`config.mk`:
```
export PLATFORM = sky130hd
export DESIGN_NAME = usart_tx_bamse
export DESIGN_NICKNAME = d
export VERILOG_FILES = /design/src/rtl/usart_tx_bamse_pkg.sv /design/src/rtl/usart_tx_bamse_uart_tx_core.sv /design/src/rtl/usart_tx_bamse.sv
export SDC_FILE = /design/constraint.sdc
export NUM_CORES = 1
export LEC_CHECK = 0
export ABC_CLOCK_PERIOD_IN_PS = 3500
export BUFFER_PORTS_ARGS = -buffer_cell sky130_fd_sc_hd__buf_2
export CORE_ASPECT_RATIO = 0.6
export CORE_MARGIN = 2
export CORE_UTILIZATION = 50
export DETAILED_ROUTE_END_ITERATION = 10
export GPL_ROUTABILITY_DRIVEN = 1
export PLACE_DENSITY = 0.7
export SYNTH_ARGS = -nofsm -noshare
export SYNTH_HDL_FRONTEND = slang
export SYNTH_SLANG_ARGS = --single-unit
```
`constraint.sdc`:
```
create_clock -name clk -period 3.5 [get_ports clk]
set_input_delay 0.175 -clock clk [delete_from_list [all_inputs] [get_ports clk]]
set_output_delay 0.175 -clock clk [all_outputs]
set_load 0.1 [all_outputs]
```
`src/rtl/usart_tx_bamse_pkg.sv`:
```
// +-----------------------------------------------------------------------+
// | usart_tx_bamse_pkg : shared types and constants for the UART TX block |
// | Rev 1.0                                                               |
// +-----------------------------------------------------------------------+
`default_nettype none

package usart_tx_bamse_pkg;

  typedef enum logic [1:0] {
    ST_IDLE  = 2'd0,
    ST_START = 2'd1,
    ST_DATA  = 2'd2,
    ST_STOP  = 2'd3
  } tx_state_e;

  localparam int   DATA_BITS  = 8;
  localparam int   CPB_W      = 12;
  localparam logic IDLE_LEVEL = 1'b1;

  // Last count value of a bit period; a zero period is treated as one cycle.
  function automatic logic [CPB_W-1:0] bit_last(input logic [CPB_W-1:0] cpb);
    return (cpb == '0) ? '0 : (cpb - CPB_W'(1));
  endfunction

endpackage

`default_nettype wire

```
`src/rtl/usart_tx_bamse_uart_tx_core.sv`:
```
// +-----------------------------------------------------------------------+
// | uart_tx_core : 8N1 frame FSM, bit-timing counter and shift register   |
// | Rev 1.0                                                               |
// +-----------------------------------------------------------------------+
`default_nettype none

module uart_tx_core
  import usart_tx_bamse_pkg::*;
(
  input  logic                 clk,
  input  logic                 rst,
  input  logic                 i_start,
  input  logic [DATA_BITS-1:0] i_byte,
  input  logic [CPB_W-1:0]     i_cpb,
  output logic                 o_tx,
  output logic                 o_busy,
  output logic                 o_done
);

  localparam logic [2:0] LAST_IDX = 3'(DATA_BITS - 1);

  tx_state_e            state_q;
  logic [CPB_W-1:0]     cnt_q;
  logic [CPB_W-1:0]     last_q;
  logic [DATA_BITS-1:0] shift_q;
  logic [2:0]           idx_q;
  logic                 tx_q;

  logic w_bit_end;
  logic w_load;

  assign w_bit_end = (cnt_q == last_q);
  assign o_done    = (state_q == ST_STOP) && w_bit_end;
  // A new frame may start from idle or directly from the last stop cycle.
  assign w_load    = i_start && ((state_q == ST_IDLE) || o_done);
  assign o_busy    = (state_q != ST_IDLE);
  assign o_tx      = tx_q;

  always_ff @(posedge clk) begin
    if (rst) begin
      state_q <= ST_IDLE;
      tx_q    <= IDLE_LEVEL;
      cnt_q   <= '0;
      last_q  <= '0;
      shift_q <= '0;
      idx_q   <= '0;
    end else if (w_load) begin
      state_q <= ST_START;
      tx_q    <= 1'b0;
      cnt_q   <= '0;
      last_q  <= bit_last(i_cpb);
      shift_q <= i_byte;
      idx_q   <= '0;
    end else begin
      case (state_q)
        ST_IDLE: begin
          tx_q <= IDLE_LEVEL;
        end
        ST_START: begin
          if (w_bit_end) begin
            state_q <= ST_DATA;
            tx_q    <= shift_q[0];
            cnt_q   <= '0;
          end else begin
            cnt_q <= cnt_q + CPB_W'(1);
          end
        end
        ST_DATA: begin
          if (w_bit_end) begin
            cnt_q <= '0;
            if (idx_q == LAST_IDX) begin
              state_q <= ST_STOP;
              tx_q    <= IDLE_LEVEL;
            end else begin
              idx_q   <= idx_q + 3'd1;
              shift_q <= {1'b0, shift_q[DATA_BITS-1:1]};
              tx_q    <= shift_q[1];
            end
          end else begin
            cnt_q <= cnt_q + CPB_W'(1);
          end
        end
        ST_STOP: begin
          if (w_bit_end) begin
            state_q <= ST_IDLE;
            cnt_q   <= '0;
          end else begin
            cnt_q <= cnt_q + CPB_W'(1);
          end
        end
        default: begin
          state_q <= ST_IDLE;
          tx_q    <= IDLE_LEVEL;
        end
      endcase
    end
  end

endmodule

`default_nettype wire

```
`src/rtl/usart_tx_bamse.sv`:
```
// +-----------------------------------------------------------------------+
// | usart_tx_bamse : BAMSE bus UART transmitter, 8N1, level done irq      |
// | Rev 1.0   optional holding register: `define USART_TX_HOLD_EN        |
// +-----------------------------------------------------------------------+
`default_nettype none

module usart_tx_bamse
  import usart_tx_bamse_pkg::*;
#(
  parameter logic [7:0] ADDR = 8'b0000_0000
) (
  input  logic        clk,
  input  logic        rst,
  input  logic [7:0]  port_in,
  input  logic [7:0]  address,
  input  logic        wen,
  input  logic [11:0] clk_per_bit,
  output logic        tx,
  output logic        ready,
  output logic        int_tx
);

  logic                 start_q;
  logic [DATA_BITS-1:0] byte_q;
  logic [CPB_W-1:0]     cpb_q;
  logic                 int_tx_q;
  logic                 int_tx_d;

  logic                 w_accept;
  logic                 w_busy;
  logic                 w_done;
  logic                 w_core_start;
  logic [DATA_BITS-1:0] w_core_byte;
  logic [CPB_W-1:0]     w_core_cpb;
  logic                 w_direct;
  logic                 w_int_set;

  assign w_accept = (address == ADDR) && wen && ready;

`ifdef USART_TX_HOLD_EN
  logic                 hold_full_q;
  logic [DATA_BITS-1:0] hold_byte_q;
  logic                 w_hold_go;

  assign ready        = !hold_full_q;
  assign w_direct     = w_accept && !w_busy && !start_q;
  // Held byte goes out at the end of a stop bit (no gap) or as soon as the core is idle.
  assign w_hold_go    = hold_full_q && !start_q && (!w_busy || w_done);
  assign w_core_start = start_q || w_hold_go;
  assign w_core_byte  = start_q ? byte_q : hold_byte_q;
  assign w_core_cpb   = start_q ? cpb_q : clk_per_bit;
  assign w_int_set    = w_done && !hold_full_q;

  always_ff @(posedge clk) begin
    if (rst) begin
      hold_full_q <= 1'b0;
      hold_byte_q <= '0;
    end else if (w_hold_go) begin
      hold_full_q <= 1'b0;
    end else if (w_accept && !w_direct) begin
      hold_full_q <= 1'b1;
      hold_byte_q <= port_in;
    end
  end
`else
  assign ready        = !w_busy && !start_q;
  assign w_direct     = w_accept;
  assign w_core_start = start_q;
  assign w_core_byte  = byte_q;
  assign w_core_cpb   = cpb_q;
  assign w_int_set    = w_done;
`endif

  always_ff @(posedge clk) begin
    if (rst) begin
      start_q <= 1'b0;
      byte_q  <= '0;
      cpb_q   <= '0;
    end else begin
      start_q <= w_direct;
      if (w_direct) begin
        byte_q <= port_in;
        cpb_q  <= clk_per_bit;
      end
    end
  end

  // Clearing by an accepted write takes priority over the done event.
  always_comb begin
    int_tx_d = int_tx_q;
    if (w_accept) begin
      int_tx_d = 1'b0;
    end else if (w_int_set) begin
      int_tx_d = 1'b1;
    end
  end

  always_ff @(posedge clk) begin
    if (rst) begin
      int_tx_q <= 1'b0;
    end else begin
      int_tx_q <= int_tx_d;
    end
  end

  assign int_tx = int_tx_q;

  uart_tx_core u_core (
    .clk     (clk),
    .rst     (rst),
    .i_start (w_core_start),
    .i_byte  (w_core_byte),
    .i_cpb   (w_core_cpb),
    .o_tx    (tx),
    .o_busy  (w_busy),
    .o_done  (w_done)
  );

endmodule

`default_nettype wire
```
=== After elaboration in Yosys (flattened, before gate mapping) ===
Cells that the tools add are included.

* Input bits: 31
* Logic and storage cells: 71
* Bits in registers: 60

* Reduce and logical (&&, ||, !) cells: 25
* Add/sub/neg operators: 3
* Bitwise logic cells: 1
* Muxes and demuxes: 17
* Eq/ne operators: 14

{| class="wikitable"
|+ Operator list
! operator !! number
|-
| two-way mux 8 bit || 4
|-
| two-way mux 12 bit || 2
|-
| adder 12 x 1 -> 12 bit (second input constant) || 1
|-
| == test 12 bit || 1
|-
| zero test 12 bit || 1
|-
| != test 3 x 1 -> 1 bit (second input constant) || 4
|-
| subtractor 12 x 1 -> 12 bit (second input constant) || 1
|-
| != test 2 x 1 -> 1 bit (second input constant) || 5
|-
| AND reduction 5 bit || 2
|-
| AND reduction 3 bit || 3
|-
| zero test 8 bit || 1
|-
| two-way mux 2 bit || 4
|-
| nonzero test 4 bit || 2
|-
| case mux 2 bit (3 select lines) || 1
|-
| nonzero test 2 bit || 3
|-
| logical AND 1 bit || 5
|-
| two-way mux 1 bit || 5
|-
| == test 2 bit (second input constant) || 2
|-
| OR reduction 2 bit || 2
|-
| adder 3 x 1 -> 3 bit (second input constant) || 1
|-
| == test 3 bit (second input constant) || 1
|-
| case mux 1 bit (3 select lines) || 1
|-
| nonzero test 3 bit || 1
|-
| OR reduction 3 bit || 1
|-
| other kinds (5) || 6
|}

=== Logic depth before layout (Yosys ltp) ===
Gate-level depths: netlist of run 1.

* Word-level depth: 6
* Mapped depth: 9
* Mapped depth without buffers: 7

=== Modules after synthesis ===
From an unflattened synthesis of run 1, not the netlist that was laid out.

* Cells, all modules: 327
* Area total of the unflattened synthesis: 3035.4 um^2

{| class="wikitable"
|+ Modules (own cells, without submodules)
! module !! area each (um^2) !! cells an instance !! seq. area each (um^2) !! instances
|-
| uart_tx_core || 2026.9 || 230 || 760.7 || 1
|-
| usart_tx_bamse || 1008.5 || 97 || 440.4 || 1
|}

=== Worst setup path after synthesis of run 1 ===
Ideal clock, no wire load.

* Path kind: reg-to-reg
* Start: register u_core.state_q[0]
* End: register byte_q[0]
* Data required time: 3.372 ns
* Setup slack: 0.265 ns
* Cell stages (with the launch flop): 10
* Setup time: 0.128 ns
* Data arrival time: 3.107 ns
* Cells stage by stage: dfxtp_1 -> inv_1 -> ha_1 -> nor2b_1 -> nand4b_1 -> or4_1 -> clkbuf_1 -> buf_2 -> mux2i_1 -> nor2_1

* Word-level cells in the longest chain between the ends: 4

{| class="wikitable"
|+ RTL lines
! what !! RTL line !! RTL
|-
| start, declared || usart_tx_bamse_uart_tx_core.sv:22 || <nowiki>tx_state_e state_q;</nowiki>
|-
| start signal, assigned || usart_tx_bamse_uart_tx_core.sv:41 || <nowiki>state_q <= ST_IDLE;</nowiki>
|-
| start signal, assigned || usart_tx_bamse_uart_tx_core.sv:48 || <nowiki>state_q <= ST_START;</nowiki>
|-
| start signal, assigned || usart_tx_bamse_uart_tx_core.sv:61 || <nowiki>state_q <= ST_DATA;</nowiki>
|-
| nonzero test 2 bit || usart_tx_bamse_uart_tx_core.sv:36 || <nowiki>assign o_busy = (state_q != ST_IDLE);</nowiki>
|-
| zero test 1 bit || usart_tx_bamse.sv:66 || <nowiki>assign ready = !w_busy && !start_q;</nowiki>
|-
| logical AND 1 bit || usart_tx_bamse.sv:66 ||
|-
| via ready || usart_tx_bamse.sv:19 || <nowiki>output logic ready,</nowiki>
|-
| logical AND 1 bit || usart_tx_bamse.sv:38 || <nowiki>assign w_accept = (address == ADDR) && wen && ready;</nowiki>
|-
| end signal, assigned || usart_tx_bamse.sv:82 || <nowiki>byte_q <= port_in;</nowiki>
|-
| end, declared || usart_tx_bamse.sv:24 || <nowiki>logic [DATA_BITS-1:0] byte_q;</nowiki>
|}

The timed path passes the listed nets, and every way through them passes these cells.
A chain may end at the register's enable or synchronous reset.

=== Worst setup path after layout of run 1 ===
* Start: register u_core.state_q[0]
* End: register cpb_q[10]

* Word-level cells in the longest chain between the ends: 4

{| class="wikitable"
|+ RTL lines
! what !! RTL line !! RTL
|-
| nonzero test 2 bit || usart_tx_bamse_uart_tx_core.sv:36 ||
|-
| zero test 1 bit || usart_tx_bamse.sv:66 ||
|-
| logical AND 1 bit || usart_tx_bamse.sv:66 ||
|-
| logical AND 1 bit || usart_tx_bamse.sv:38 ||
|-
| end signal, assigned || usart_tx_bamse.sv:83 || <nowiki>cpb_q <= clk_per_bit;</nowiki>
|-
| end, declared || usart_tx_bamse.sv:25 || <nowiki>logic [CPB_W-1:0] cpb_q;</nowiki>
|}

No other way between the ends.

==> flow_summary.ini, run 1 <==
[outcome]
run_status = completed

[synth]
dominantRegCellSynth = dfxtp_1
ys_top_cells_by_area = dfxtp_1, mux2i_1, xor2_1, nor2_1, xnor2_1
netlist_area_um2 = 2846
async_reset_ff_frac = 0
synth-seq-area-share = 0.4220
synth_edf_count = 0
yosys.area.top_type = dfxtp_1
ys.warnings.count = 0
synth_top_area_frac = 0.4220
ys_ff_latch = 60
yosysUniqueCellTypes = 42
syn_area_per_cell_um2 = 9.488
postSynthCellCount = 300
synthesis.nets = 339

[grt]
grt_pass1_vias = 2053
track_usage = 0.2014
grt_antenna_before_repair = 0
grt_overflow = 0
grt_max_degree = 36
grt_pass1_wl_um = 9991

[layout]
drive_gt1_frac = 0.1731
syn2layout_area_growth_pct = 13.10
fin_util = 0.5807
nNetsFinal = 370
diodes = 0

[clock_tree]
path_clk_slew_ns = 0.07
h-tree-depth = 3
clk-insertion-delay-late_ns = 0.33
postCtsSetupBuffers = 0
clockBufferDepth = 2
cts_buffers = 9
cts_hold_buf = 0
cts_tree = built
clock_sinks = 60
cts_root_buffer = clkbuf_8
cts_resized = 0

[timing]
setup_tns_ns = 0
worst_pin_slew_ns = 1.144
clock_skew_ns = 0.007395
final-hold-violation-count = 0
timing.final.crit_share = 0.7271
fmax_mhz = 393.0
slew_violations = 0
fin_crit_ns = 2.545
rsz0062_at_grt = false
setup_viol = 0
relSlewSlack = 0.2377

[route]
routed_wl_um = 5677
first_pass_iters = 4
antenna_left = 0
wl_per_cell_um = 13.68
vias = 2177
drcViolationCount = 0
vias_per_cell = 5.246
first_iter_violations = 108

[power_and_ir_drop]
vdd_drop_max_mv = 0.1958
p_per_area_nw_per_um2 = 419.1
p_comb_frac = 0.091
p_clk_frac = 0.394
p_int_uw = 985.8
p_sw_frac = 0.2694
sequentialPowerShare = 0.516
switching_power_uw = 363.5
leakage_nw = 1.481

[placed_design]
port_buffers = 33
dp_hpwl_um = 4071
place_congestion = 0.8758

[critical_path]
critPathKind = flop to flop
worstPathMaxFanout = 22
required_ns = 3.70
worstPathCellList = inv_1 > ha_1 > buf_4 > nor2b_1 > nand4b_1 > or4_1 > mux2i_1 > nor2_1
arrival_ns = 2.75
cpMaxStageDelayCell = or4_1
crit_path_end_kind = flop
cpPeakStageDelay_ns = 0.92
startpoint_type = flop

[floorplan]
io_pins = 34
die_h_um = 62.45
core_area_um2 = 5544
die_x_um = 101.4
rows = 21
start_util = 0.5134
dieArea_um2 = 6332

[job]
maxCapViolations = 0

[worst_hold_path]
hp-class = input port to flop
-- state kept, by name, indices dropped and copies added (netlist names) --
register	flops
u_core.idx_q	3
u_core.state_q	2
u_core.shift_q	8
start_q	1
byte_q	8
u_core.cnt_q	12
u_core.last_q	12
cpb_q	12
int_tx	1
u_core.o_tx	1
-- layer usage --
metal,track usage,share of wire,wire [µm],vias up
met5,0,0,0,-
met3,0.06264,0.060,341,9
met1,0.3223,0.55,3119,992
met2,0.2450,0.38,2143,57
met4,0.07095,0.013,72,0
li1,-,-,-,1119
-- layout make-up --
cell class,count,area [µm²]
fillers,490,2325
multi-input cells,218,1546
flip-flops and latches,60,1201
repair buffers,35,180.2
clock buffers,9,123.9
well taps,80,100.1
clock inverters,6,41.29
inverters,7,26.28
-- kinds of logic after synthesis --
logic type | after synthesis | synth area share
xor+xnor | 34 | 0.1046
simple gates | 102 | 0.1895
flops | 60 | 0.4220
compound gates | 47 | 0.1191
fa+ha+maj | 8 | 0.03517
mux | 27 | 0.09495
buf+inv | 22 | 0.03473
-- layout by cell type (no fill, tap or decap), types with 4 or more instances in the layout --
cell       count
nor3_1         4
o2bb2ai_1      9
o21ai_0        4
buf_2         33
a21oi_1       14
nor2_1        44
nand4_1        4
dfxtp_1       60
a211oi_1       6
nand2_1       18
xor2_1        20
nor4_1         6
inv_1          7
nand3_1        4
ha_1           8
mux2i_1       27
xnor2_1       14
clkbuf_8       9
-- critical path, delay by kind of cell, from the launching register on --
family	cells	cell delay, ns
adders and majority gates	1	0.16
muxes	1	0.33
DFF	1	0.33
buffers and inverters	2	0.31
and+or+nand+nor	4	1.28
-- metrics by stage --
step / std cells / instance area [µm²] / power (mW) / setup WS, ns / hold slack (ns)
floorplan: 300 / 2846 / 0.7980 / 0.2654 / 0.3189
global placement: 400 / 3054 / 0.8307 / 1.044 / 0.4042
detailed placement: 400 / 3054 / 0.8322 / 0.9601 / 0.4113
CTS: 415 / 3219 / 1.363 / 0.9436 / 0.05236
global route: 415 / 3219 / 1.411 / 0.7436 / 0.07295
finish: 415 / 3219 / 1.349 / 0.9552 / 0.06694
-- power by group through the flow --
| stage | sequential (mW) | combinational, mW | clock [mW] |
|---|---|---|---|
| after floorplan | 0.717 | 0.0808 | 0 |
| after global placement | 0.711 | 0.120 | 0 |
| after detailed placement | 0.711 | 0.121 | 0 |
| after CTS | 0.695 | 0.122 | 0.545 |
| after global routing | 0.696 | 0.134 | 0.581 |
| final | 0.696 | 0.122 | 0.532 |
-- cells in the mapped netlist (2+ instances only) --
| master | number |
|---|---|
| nor2b_1 | 3 |
| mux2i_1 | 27 |
| a311oi_1 | 2 |
| clkbuf_1 | 6 |
| a21oi_1 | 14 |
| nand3b_1 | 3 |
| nand2_1 | 18 |
| nor4_1 | 6 |
| xor2_1 | 20 |
| xnor2_1 | 14 |
| o21ai_0 | 4 |
| nand3_1 | 4 |
| ha_1 | 8 |
| buf_1 | 3 |
| nor4_4 | 3 |
| inv_1 | 7 |
| buf_2 | 4 |
| nand2b_1 | 2 |
| o2bb2ai_1 | 9 |
| nor2_1 | 44 |
| nand4_1 | 4 |
| o2bb2ai_2 | 2 |
| dfxtp_1 | 60 |
| and2_1 | 3 |
| o31ai_1 | 3 |
| a31oi_1 | 3 |
| nor3_1 | 4 |
| a211oi_1 | 6 |
-- final timing paths --
kind                                       start                           end  slack [ns]  cells after the start
hold / removal                    clk_per_bit[6]         cpb_q[6]$_SDFFE_PP0P_        0.07                      3
setup reg to reg  u_core.state_q[0]$_SDFFE_PP0P_        cpb_q[10]$_SDFFE_PP0P_        0.96                      8
hold reg to reg     u_core.idx_q[2]$_SDFFE_PP0P_  u_core.idx_q[2]$_SDFFE_PP0P_        0.46                      2
setup / recovery  u_core.state_q[0]$_SDFFE_PP0P_        cpb_q[10]$_SDFFE_PP0P_        0.96                      8
Note: power is estimated with default switching activity, not from simulation.
==> inputs of run 2 (changes only) <==
--- a/config.mk
+++ b/config.mk
@@ -5,14 +5,14 @@
 export SDC_FILE = /design/constraint.sdc
 export NUM_CORES = 1
 export LEC_CHECK = 0
-export ABC_CLOCK_PERIOD_IN_PS = 3500
+export ABC_CLOCK_PERIOD_IN_PS = 2150
 export BUFFER_PORTS_ARGS = -buffer_cell sky130_fd_sc_hd__buf_2
 export CORE_ASPECT_RATIO = 0.6
 export CORE_MARGIN = 2
 export CORE_UTILIZATION = 50
 export DETAILED_ROUTE_END_ITERATION = 10
 export GPL_ROUTABILITY_DRIVEN = 1
-export PLACE_DENSITY = 0.7
+export PLACE_DENSITY = 0.73
 export SYNTH_ARGS = -nofsm -noshare
 export SYNTH_HDL_FRONTEND = slang
 export SYNTH_SLANG_ARGS = --single-unit
==> constraint.sdc (replaced) <==
create_clock -name clk -period 2.15 [get_ports clk]
set_input_delay 0.1075 -clock clk [delete_from_list [all_inputs] [get_ports clk]]
set_output_delay 0.1075 -clock clk [all_outputs]
set_load 0.1 [all_outputs]
==> run 2 against run 1 <==
Net effect:
- clock skew rose by 0.0020 ns
- utilization rose by 5.4 points
- power rose by 83%
- routed wire length rose by 9.2%
- first-iteration DRC count rose by 16%
- critical path type unchanged
==> flow_summary.ini, run 2 (same netlist as run 1, synthesis figures left out) <==
[clock_tree]
clockBufferDepth = 2
cts_root_buffer = clkbuf_8
postCtsSetupBuffers = 0
cts_buffers = 9
cts_resized = 0
cts_tree = built
clock_sinks = 60
clk-insertion-delay-late_ns = 0.35
h-tree-depth = 3
path_clk_slew_ns = 0.07

[timing]
clock_skew_ns = 0.009436
setup_viol = 0
worst_pin_slew_ns = 0.6590
timing.final.crit_share = 0.9047
fin_crit_ns = 1.945
setup_tns_ns = 0
setup_ws_ns = 0.2049
relSlewSlack = 0.5607
slew_violations = 0
fmax_mhz = 514.1
rsz0062_at_grt = false
final-hold-violation-count = 0

[layout]
multi_input_area_um2 = 1567
drive_gt1_frac = 0.2028
fill_cells = 469
top_regs = cpb_q: 12 flops, u_core.cnt_q: 12 flops, u_core.last_q: 12 flops
syn2layout_area_growth_pct = 23.60
final_common_cell = dfxtp_1
layout_common_cells = dfxtp_1, nor2_1, buf_2
nNetsFinal = 394
regArea_um2 = 1204
diodes = 0

[grt]
grt_antenna_before_repair = 0
grt_max_degree = 31
grt_pass1_wl_um = 10380
track_usage = 0.2154
grt_pass1_vias = 2195
grt_overflow = 0

[power_and_ir_drop]
total_power_mw = 2.469
p_per_area_nw_per_um2 = 701.7
leakage_nw = 1.630
vdd_drop_max_mv = 0.4875

[floorplan]
die_h_um = 62.45
io_pins = 34
start_util = 0.5134
rows = 21
die_x_um = 101.4
core_area_um2 = 5544
dieArea_um2 = 6332

[route]
top_layer = met4
antenna_left = 0
vias = 2279
wl_met3_um = 345
wl_met1_um = 3362
first_iter_violations = 125
wl_per_cell_um = 14.09
wl_met2_um = 2409
vias_per_cell = 5.180
drcViolationCount = 0
first_pass_iters = 4
routed_wl_um = 6199

[job]
maxCapViolations = 0

[critical_path]
required_ns = 2.38
critPathKind = flop to flop
startpoint_type = flop
worstPathMaxFanout = 22
arrival_ns = 2.17
crit_path_end_kind = flop

[placed_design]
port_buffers = 33
dp_hpwl_um = 4573
place_ws_ns = 0.2098
place_congestion = 0.8453

[outcome]
run_status = completed

[worst_hold_path]
hp-class = input port to flop
## run 2: report_power, final
part	total, mW	switching, mW	internal [mW]	leakage, nW
sequential	1.13	0.0119	1.12	0.484
clock	1.09	0.433	0.659	0.112
combinational	0.242	0.134	0.108	1.03
total	2.47	0.579	1.89	1.63
## run 2: stage by stage
step,cells,hold slack (ns),instance area (µm²),utilization
2_1_floorplan,300,0.2514,2895,-
3_3_place_gp,408,0.3363,3137,0.5658
3_5_place_dp,408,0.3427,3137,0.5658
4_1_cts,440,0.007866,3518,0.6346
5_1_grt,440,0.01483,3518,0.6346
6_report,440,0.01221,3518,0.6346
## run 2: final timing paths
path | slack [ns] | endpoint | cells after the start | from
worst max register to register | 0.20 | cpb_q[8]$_SDFFE_PP0P_ | 8 | u_core.state_q[0]$_SDFFE_PP0P_
worst max-delay path | 0.20 | cpb_q[8]$_SDFFE_PP0P_ | 8 | u_core.state_q[0]$_SDFFE_PP0P_
worst min register to register | 0.46 | u_core.idx_q[1]$_SDFFE_PP0P_ | 2 | u_core.idx_q[1]$_SDFFE_PP0P_
worst min-delay path | 0.01 | byte_q[5]$_SDFFE_PP0P_ | 3 | port_in[5]
## run 2: worst max-delay path, stage by stage (launching register included)
cell,delay [ns]
dfxtp_2,0.33
inv_2,0.09
ha_4,0.19
nor2b_4,0.17
nand4b_1,0.09
or4_1,0.39
buf_4,0.26
mux2i_1,0.24
nor2_1,0.06
## run 2: final cells by class
class                           count  area share
Multi-Input combinational cell    218      0.4452
Timing Repair Buffer               59      0.1138
Clock inverter                      3     0.01209
Clock buffer                       13     0.05085
Inverter                            7    0.007468
Sequential cell                    60      0.3421
Tap cell                           80     0.02845
## run 2: timing repair
action | CTS | global route
endpoints found under the setup margin | 0 | 0
hold endpoints to repair | 16 | 0
hold buffers | 16 | 0
## run 2: metal layers
metal / GRT usage / vias to the layer above
met4: 0.07601 / 0
met5: 0 / -
li1: - / 1167
met2: 0.2897 / 66
met1: 0.3060 / 1039
met3: 0.09060 / 7
